[src/rtl/cpu_dbg_scanner_pkg.sv]
// cpu_dbg_scanner_pkg: scanner FSM states and output stream tag codes.
package cpu_dbg_scanner_pkg;
   typedef enum logic [2:0] {S_IDLE, S_PC, S_INST, S_RF, S_MEM, S_FIN} state_t;
   localparam logic [1:0] TAG_PC   = 2'd0;
   localparam logic [1:0] TAG_INST = 2'd1;
   localparam logic [1:0] TAG_GPR  = 2'd2;
   localparam logic [1:0] TAG_MEM  = 2'd3;
endpackage

[src/rtl/cpu_dbg_scanner_if.sv]
// cpu_dbg_scanner_if: tagged valid/ready word stream from scanner to display formatter.
interface cpu_dbg_scanner_if;
   logic        out_valid;
   logic        out_ready;
   logic [1:0]  out_tag;
   logic [7:0]  out_idx;
   logic [31:0] out_data;
   modport master (output out_valid, out_tag, out_idx, out_data, input out_ready);
   modport slave (input out_valid, out_tag, out_idx, out_data, output out_ready);
endinterface

[src/rtl/cpu_dbg_scanner.sv]
// cpu_dbg_scanner: snapshots PC/INST, then streams all GPRs and a data-RAM window as tagged words.
module cpu_dbg_scanner
   import cpu_dbg_scanner_pkg::*;
#(
   parameter logic [31:0] MEM_BASE  = 32'h0000_0000,
   parameter int          MEM_WORDS = 32
) (
   input  logic                clk,
   input  logic                reset,
   input  logic                start,
   output logic [4:0]          rf_addr,
   input  logic [31:0]         rf_data,
   output logic [31:0]         mem_addr,
   input  logic [31:0]         mem_data,
   input  logic [31:0]         cpu_pc,
   input  logic [31:0]         cpu_inst,
   cpu_dbg_scanner_if.master   dbg,
   output logic                busy,
   output logic                done
);
   localparam logic [7:0] LAST = 8'(MEM_WORDS - 1);
   state_t      state;
   logic [7:0]  cnt;
   logic [31:0] inst_q;
   logic        ld;
   assign ld       = !dbg.out_valid || dbg.out_ready;
   assign rf_addr  = cnt[4:0];
   assign mem_addr = MEM_BASE + {22'd0, cnt, 2'b00};
   assign busy     = state != S_IDLE;
   // The PC snapshot is the output slot itself: it is loaded on the start edge.
   // State names the word currently held in the slot; each load advances it.
   always_ff @(posedge clk) begin
      if (reset) begin
         state         <= S_IDLE;
         cnt           <= 8'd0;
         inst_q        <= 32'd0;
         dbg.out_valid <= 1'b0;
         dbg.out_tag   <= TAG_PC;
         dbg.out_idx   <= 8'd0;
         dbg.out_data  <= 32'd0;
         done          <= 1'b0;
      end else begin
         done <= 1'b0;
         case (state)
            S_IDLE: if (start) begin
               inst_q        <= cpu_inst;
               dbg.out_valid <= 1'b1;
               dbg.out_tag   <= TAG_PC;
               dbg.out_idx   <= 8'd0;
               dbg.out_data  <= cpu_pc;
               cnt           <= 8'd0;
               state         <= S_PC;
            end
            S_PC: if (ld) begin
               dbg.out_tag  <= TAG_INST;
               dbg.out_data <= inst_q;
               state        <= S_INST;
            end
            S_INST, S_RF: if (ld) begin
               dbg.out_tag  <= TAG_GPR;
               dbg.out_idx  <= cnt;
               dbg.out_data <= rf_data;
               cnt          <= (cnt == 8'd31) ? 8'd0 : cnt + 8'd1;
               state        <= (cnt == 8'd31) ? S_MEM : S_RF;
            end
            S_MEM: if (ld) begin
               dbg.out_tag  <= TAG_MEM;
               dbg.out_idx  <= cnt;
               dbg.out_data <= mem_data;
               cnt          <= (cnt == LAST) ? 8'd0 : cnt + 8'd1;
               state        <= (cnt == LAST) ? S_FIN : S_MEM;
            end
            S_FIN: if (dbg.out_ready) begin
               dbg.out_valid <= 1'b0;
               done          <= 1'b1;
               state         <= S_IDLE;
            end
            default: state <= S_IDLE;
         endcase
      end
   end
endmodule
[src/flat_wrapper.sv]
// flat-port wrapper written by rule: the top's interface ports become plain ports
module cpu_dbg_scanner_flat import cpu_dbg_scanner_pkg::*;
#(
   parameter logic [31:0] MEM_BASE  = 32'h0000_0000,
   parameter int          MEM_WORDS = 32
)
  (clk, reset, start, rf_addr, rf_data, mem_addr, mem_data, cpu_pc, cpu_inst, busy, done, dbg_out_valid, dbg_out_tag, dbg_out_idx, dbg_out_data, dbg_out_ready);
  cpu_dbg_scanner_if dbg_i ();
  input  logic clk;
  input  logic reset;
  input  logic start;
  output logic [4:0] rf_addr;
  input  logic [31:0] rf_data;
  output logic [31:0] mem_addr;
  input  logic [31:0] mem_data;
  input  logic [31:0] cpu_pc;
  input  logic [31:0] cpu_inst;
  output logic busy;
  output logic done;
  output wire logic [$bits(dbg_i.out_valid)-1:0] dbg_out_valid;
  output wire logic [$bits(dbg_i.out_tag)-1:0] dbg_out_tag;
  output wire logic [$bits(dbg_i.out_idx)-1:0] dbg_out_idx;
  output wire logic [$bits(dbg_i.out_data)-1:0] dbg_out_data;
  input wire logic [$bits(dbg_i.out_ready)-1:0] dbg_out_ready;
  assign dbg_out_valid = dbg_i.out_valid;
  assign dbg_out_tag = dbg_i.out_tag;
  assign dbg_out_idx = dbg_i.out_idx;
  assign dbg_out_data = dbg_i.out_data;
  assign dbg_i.out_ready = dbg_out_ready;
  cpu_dbg_scanner #(.MEM_BASE(MEM_BASE), .MEM_WORDS(MEM_WORDS)) u_core (.clk(clk), .reset(reset), .start(start), .rf_addr(rf_addr), .rf_data(rf_data), .mem_addr(mem_addr), .mem_data(mem_data), .cpu_pc(cpu_pc), .cpu_inst(cpu_inst), .dbg(dbg_i), .busy(busy), .done(done));
endmodule
[config.mk]
export PLATFORM = sky130hd
export DESIGN_NAME = cpu_dbg_scanner_flat
export DESIGN_NICKNAME = d
export VERILOG_FILES = /design/src/rtl/cpu_dbg_scanner_pkg.sv /design/src/rtl/cpu_dbg_scanner_if.sv /design/src/rtl/cpu_dbg_scanner.sv /design/src/flat_wrapper.sv
export SDC_FILE = /design/constraint.sdc
export NUM_CORES = 1
export LEC_CHECK = 0
export ABC_AREA = 1
export CORE_MARGIN = 4
export CORE_UTILIZATION = 37
export DETAILED_ROUTE_END_ITERATION = 16
export GPL_TIMING_DRIVEN = 0
export PLACE_DENSITY = 0.73
export SYNTH_ARGS = -nofsm -noshare
export SYNTH_HDL_FRONTEND = slang
export SYNTH_SLANG_ARGS = --single-unit
[constraint.sdc]
create_clock -name clk -period 4.61 [get_ports clk]
set_clock_uncertainty 0.2 [all_clocks]
set_input_delay 0.6915 -clock clk [delete_from_list [all_inputs] [get_ports clk]]
set_output_delay 0.6915 -clock clk [all_outputs]
set_load 0.05 [all_outputs]
Word-level counts from Yosys, hierarchy flattened
Cells that the tools add are included.

Output and inout port bits: 82. Flip-flop bits (word level): 87.

Equal/unequal tests: 12. Reductions and logical operators: 15. Muxes and demuxes: 28. Bitwise gates (word level): 1. Add/subtract/negate cells: 1.

Operators with widths (number): 2-to-1 mux 32 bit (4); one-hot mux 32 bit (4 select lines) (1); 2-to-1 mux 8 bit (4); one-hot mux 8 bit (2 select lines) (2); 2-to-1 mux 3 bit (6); one-hot mux 3 bit (5 select lines) (1); AND reduction 5 bit (2); adder 8 x 1 -> 8 bit (second input constant) (1); == test 8 x 5 -> 1 bit (second input constant) (1); 2-to-1 mux 2 bit (4); inequality test 2 x 1 -> 1 bit (second input constant) (4); one-hot mux 2 bit (4 select lines) (1); == test 3 x 2 -> 1 bit (second input constant) (2); == test 3 bit (second input constant) (2); AND reduction 3 bit (2); 2-to-1 mux 1 bit (4); inequality test 2 bit (second input constant) (2); nonzero test 2 bit (2); nonzero test 4 bit (1); OR reduction 2 bit (2); == test 3 x 1 -> 1 bit (second input constant) (1); zero test 3 bit (1); nonzero test 3 bit (1); OR reduction 3 bit (1); 5 further kinds (5).

Longest topological paths before layout
Gate-level depths: netlist of run 1.

Word-level depth: 4. Depth in mapped cells: 9.

Least setup slack after synthesis of run 1
Ideal clock, no wire load.

Path kind: reg-to-reg. Start: register u_core.cnt[0]. End: register u_core.cnt[1]. Data arrival time: 1.713 ns. Stages on the path, launching flop included: 9. Buffers on the path: 0. Slack: 2.569 ns. Clock period less this slack: 2.041 ns. Path through: dfxtp_1 ha_1 nand2_1 nor2_1 nand2_1 nand2_1 o21ai_0 o21ai_0 nor2_1.

Cells in the longest elaborated chain, start to end: 4. Elaborated cells on any way between the ends: 5. Classes of those cells: add/sub (1); eq/ne (1); mux (3).

Ends and longest elaborated chain: from (decl) (line cpu_dbg_scanner.sv:23) `logic [7:0] cnt;`; from (signal assigned) (line cpu_dbg_scanner.sv:63) `cnt <= (cnt == 8'd31) ? 8'd0 : cnt + 8'd1;`; from (signal assigned) (line cpu_dbg_scanner.sv:70) `cnt <= (cnt == LAST) ? 8'd0 : cnt + 8'd1;`; adder 8 x 1 -> 8 bit or == test 8 x 5 -> 1 bit (tied branches) (line cpu_dbg_scanner.sv:63, cpu_dbg_scanner.sv:70); 2-to-1 mux 8 bit (*) (line cpu_dbg_scanner.sv:63, cpu_dbg_scanner.sv:70); 2-to-1 mux 8 bit (*) (line cpu_dbg_scanner.sv:59, cpu_dbg_scanner.sv:66); one-hot mux 8 bit (2 select lines) (*) (line cpu_dbg_scanner.sv:44) `case (state)`.

Every way passes the cells marked *; elsewhere a longest branch is shown, timed or not. The select of a mux whose other input is x is not followed. A chain may end at the register's enable or synchronous reset.

Final worst setup path of run 1
Start: register u_core.state[1]. End: output port busy.

Cells in the longest elaborated chain, start to end: 1.

Ends and longest elaborated chain: from (decl) (line cpu_dbg_scanner.sv:22) `state_t state;`; from (signal assigned) (line cpu_dbg_scanner.sv:64) `state <= (cnt == 8'd31) ? S_MEM : S_RF;`; from (signal assigned) (line cpu_dbg_scanner.sv:71) `state <= (cnt == LAST) ? S_FIN : S_MEM;`; nonzero test 3 bit (line cpu_dbg_scanner.sv:29) `assign busy = state != S_IDLE;`; to (decl) (line flat_wrapper.sv:18) `output logic busy;`.

No other way between the ends.

==> impl_metrics.sql, run 1 <==
INSERT INTO impl_metrics (metric_group, metric, value, unit) VALUES
('detailed_routing', 'vias_per_cell', '4.463', ''),
('floorplan', 'ioPinCount', '214', ''),
('synthesis', 'yosysUniqueCellTypes', '24', ''),
('synthesis', 'synth_enable_flop_cells', '0', ''),
('critical_path', 'critical_path.slowest_cell', 'sky130_fd_sc_hd__clkdlybuf4s50_1', ''),
('final_layout', 'post_route_cells_drive_above_1_share', '7.541', '%'),
('detailed_routing', 'drc', '0', ''),
('sta', 'tightest_slew', '0.5901', 'ns'),
('detailed_routing', 'detailedRoute.firstIterationViolations', '251', ''),
('cts', 'clock-root-buffer', 'sky130_fd_sc_hd__clkbuf_16', ''),
('floorplan', 'die_height', '120.1', 'µm'),
('critical_path', 'cp_data_required_time', '3.72', 'ns'),
('hold_path', 'classification_of_the_worst_slack_hold_path', 'register to register', ''),
('floorplan', 'die_area', '14420', 'µm²'),
('place', 'dp_worst_setup_slack', '1.797', 'ns'),
('critical_path', 'reg2regPathDepth', '8', ''),
('global_route', 'track_usage', '20.25', '%'),
('detailed_routing', 'num_vias', '5070', ''),
('hold_path', 'holdPathStages', '2', ''),
('cts', 'clk-insertion-delay-late', '0.33', 'ns'),
('synthesis', 'yosys_warnings', '0', ''),
('cts', 'cts.reportedPaths.clkPinSlew', '0.06', 'ns'),
('power_and_ir_drop', 'report.power.total', '3175', 'µW'),
('cts', 'clock_path_buffers', '2', ''),
('cts', 'clock_tree.htree_level_count', '3', ''),
('critical_path', 'cpLargestDelayFamily', 'buffers and inverters', ''),
('critical_path', 'timing.critical_path.fanout_max', '7', ''),
('detailed_routing', 'postRouteAntennaNets', '0', ''),
('final_layout', 'nNetsFinal', '1098', ''),
('power_and_ir_drop', 'pwr_density_cell', '446.6', 'nW/µm²'),
('synthesis', 'synthesis.area', '4649', 'µm²'),
('final_layout', 'num_antenna_cells', '0', ''),
('synthesis', 'synth-async-reset-ratio', '0', '%'),
('critical_path', 'endpoint_kind', 'primary output', ''),
('global_route', 'grt_pass1_wl', '23260', 'µm'),
('global_route', 'number_of_global_route_vias_before_repair', '4680', ''),
('detailed_routing', 'wl', '14930', 'µm'),
('detailed_routing', 'drt-pass1-iter-count', '4', ''),
('floorplan', 'fp-row-count', '40', ''),
('cts', 'clock_sink_count', '87', ''),
('sta', 'slew-limit-headroom', '60.54', '%'),
('critical_path', 'cp_data_arrival_time', '1.91', 'ns'),
('global_route', 'gr-total-overflow', '0', ''),
('synthesis', 'yosys_register_bits', '87', ''),
('global_route', 'antenna_found_initial', '0', ''),
('place', 'gp_congestion', '0.8317', ''),
('synthesis', 'part_of_the_yosys_area_used_for_sequential_elements', '37.46', '%'),
('job', 'drv_cap', '0', ''),
('power_and_ir_drop', 'p_int', '1849', 'µW'),
('sta', 'maxSlewViolCount', '0', ''),
('sta', 'hold_viol', '0', ''),
('sta', 'final-setup-viol-count', '0', ''),
('power_and_ir_drop', 'ir_worst_vdd', '0.1790', 'mV'),
('synthesis', 'synth_cells', '743', ''),
('power_and_ir_drop', 'power_frac_comb', '46.5', '%'),
('power_and_ir_drop', 'power.share.clock', '22.4', '%'),
('sta', 'setup_ws', '1.810', 'ns'),
('place', 'detailed_place_hpwl', '11510', 'µm'),
('sta', 'period_needed', '2.800', 'ns'),
('floorplan', 'die-width', '120.1', 'µm'),
('power_and_ir_drop', 'power.share.switching', '41.76', '%'),
('critical_path', 'critical_path_cell_count', '3', ''),
('final_layout', 'synthToLayoutAreaGrowth', '52.88', '%'),
('run_status', 'result_of_the_run', 'finished, final reports clean', ''),
('detailed_routing', 'route.detailed.wl_per_inst', '13.14', 'µm'),
('synthesis', 'syn_area_per_cell', '6.258', 'µm²'),
('cts', 'hold_fix_buffer_count_after_cts', '0', ''),
('power_and_ir_drop', 'power.net_switching', '1326', 'µW'),
('critical_path', 'crit_path_max_incr_delay', '0.81', 'ns'),
('critical_path', 'timing.critical_path.from_type', 'register', ''),
('critical_path', 'reg2reg_slack', '2.57', 'ns');
[through the flow]
| stage | hold WS, ns | cell area (µm²) | instances | util (%) |
|---|---|---|---|---|
| 2_1_floorplan | 0.2237 | 4736 | 766 | - |
| 3_3_place_gp | 0.2324 | 6828 | 1122 | 56.14 |
| 3_5_place_dp | 0.2365 | 6828 | 1122 | 56.14 |
| 4_1_cts | 0.2459 | 7108 | 1136 | 58.45 |
| 5_1_grt | 0.2612 | 7108 | 1136 | 58.45 |
| 6_report | 0.2430 | 7108 | 1136 | 58.45 |
[state kept, by name, summed over array words and instances, names as in the netlist]
register,count
u_core.inst_q,32
u_core.cnt,8
u_core.dbg.out_data,32
u_core.dbg.out_tag,2
u_core.state,3
u_core.done,1
u_core.dbg.out_idx,8
u_core.dbg.out_valid,1
[per-layer routing]
layer  part of all wire (%)  track usage (%)  vias to the layer above
met5                      0                0                        -
met2                     46            33.90                      192
met4                    1.5            6.013                        0
li1                       -                -                     2676
met3                    9.9            6.268                       17
met1                     42            24.97                     2185
[how the worst max path moves through the flow]
stage	start	to	slack [ns]
2_1_floorplan	u_core.cnt[0]	u_core.cnt[1]	2.57
5_1_grt	u_core.state[1]	busy	1.75
6_report	u_core.state[1]	busy	1.81
3_5_place_dp	dbg_out_ready	u_core.dbg.out_data[8]	1.80
4_1_cts	u_core.state[1]	busy	1.79
3_3_place_gp	dbg_out_ready	u_core.dbg.out_data[6]	1.86
[synth_stat cells (2+ instances only)]
cell type	number	area share, %
sky130_fd_sc_hd__nand3_1	53	5.7
sky130_fd_sc_hd__dfxtp_1	87	37
sky130_fd_sc_hd__buf_2	16	1.7
sky130_fd_sc_hd__inv_2	5	0.40
sky130_fd_sc_hd__nor3_1	34	3.7
sky130_fd_sc_hd__a21oi_1	51	5.5
sky130_fd_sc_hd__buf_4	31	5.0
sky130_fd_sc_hd__nand2_2	3	0.40
sky130_fd_sc_hd__nand3_2	2	0.43
sky130_fd_sc_hd__nand2_1	199	16
sky130_fd_sc_hd__inv_1	104	8.4
sky130_fd_sc_hd__o21ai_0	46	5.0
sky130_fd_sc_hd__clkbuf_1	20	1.6
sky130_fd_sc_hd__nor2_4	2	0.48
sky130_fd_sc_hd__nor2_1	81	6.5
[worst min-delay path: stages (launching register included)]
cell                      delay (ns)
sky130_fd_sc_hd__dfxtp_1        0.31
sky130_fd_sc_hd__inv_1          0.04
sky130_fd_sc_hd__a21oi_1        0.05
[cells by family (layout without fill, tap and decap cells)]
family | Yosys count | count (layout) | share of synthesized area, %
AO/OA/AOI/OAI | 100 | 100 | 10.87
XOR/XNOR | 1 | 1 | 0.1884
adder cells (fa/ha/maj) | 1 | 1 | 0.2691
buffers and inverters | 177 | 379 | 17.38
flip-flops | 87 | 87 | 37.46
other | 1 | 24 | 0.08065
AND/OR/NAND/NOR | 376 | 376 | 33.75
[final cells by class]
| type | count | area, µm² |
|---|---|---|
| inverters | 109 | 409.1 |
| plain buffers | 68 | 399.1 |
| clock inverters | 1 | 30.03 |
| flip-flops and latches | 87 | 1742 |
| well taps | 168 | 210.2 |
| multi-input cells | 502 | 2186 |
| fillers | 1240 | 5054 |
| repair buffers | 188 | 1882 |
| clock buffers | 13 | 250.2 |
[layout by cell type (no fill, tap or decap), types with 2 or more instances in the layout]
cell	instances
sky130_fd_sc_hd__a21oi_1	51
sky130_fd_sc_hd__buf_2	16
sky130_fd_sc_hd__buf_4	31
sky130_fd_sc_hd__clkbuf_1	23
sky130_fd_sc_hd__clkbuf_16	9
sky130_fd_sc_hd__clkdlybuf4s50_1	188
sky130_fd_sc_hd__conb_1	24
sky130_fd_sc_hd__dfxtp_1	87
sky130_fd_sc_hd__inv_1	104
sky130_fd_sc_hd__inv_2	5
sky130_fd_sc_hd__nand2_1	199
sky130_fd_sc_hd__nand2_2	3
sky130_fd_sc_hd__nand3_1	53
sky130_fd_sc_hd__nand3_2	2
sky130_fd_sc_hd__nor2_1	81
sky130_fd_sc_hd__nor2_4	2
sky130_fd_sc_hd__nor3_1	34
sky130_fd_sc_hd__o21ai_0	46
[power groups by stage]
stage	Sequential, µW	Clock, µW	Combinational (µW)
floorplan	1290	0	690
detailed placement	1000	0	1480
finish	987	711	1480
CTS	987	723	1490
global route	1010	758	1620
global placement	996	0	1480
Power figures use the tool's default switching activity.
==> inputs of run 2 (changes only) <==
==> constraint.sdc (replaced) <==
create_clock -name clk -period 2.6 [get_ports clk]
set_clock_uncertainty 0.2 [all_clocks]
set_input_delay 0.39 -clock clk [delete_from_list [all_inputs] [get_ports clk]]
set_output_delay 0.39 -clock clk [all_outputs]
set_load 0.05 [all_outputs]
==> results of run 2 <==
Same layout as run 1 (identical final DEF). Status: finished, final reports clean.
Among the figures that moved: setup slack after placement 1.797 ns -> 0.08850 ns; setup slack after layout 1.810 ns -> 0.1016 ns; register-to-register setup slack 2.57 ns -> 0.56 ns; total power 3175 µW -> 5629 µW; worst IR drop on VDD 0.1790 mV -> 0.3173 mV
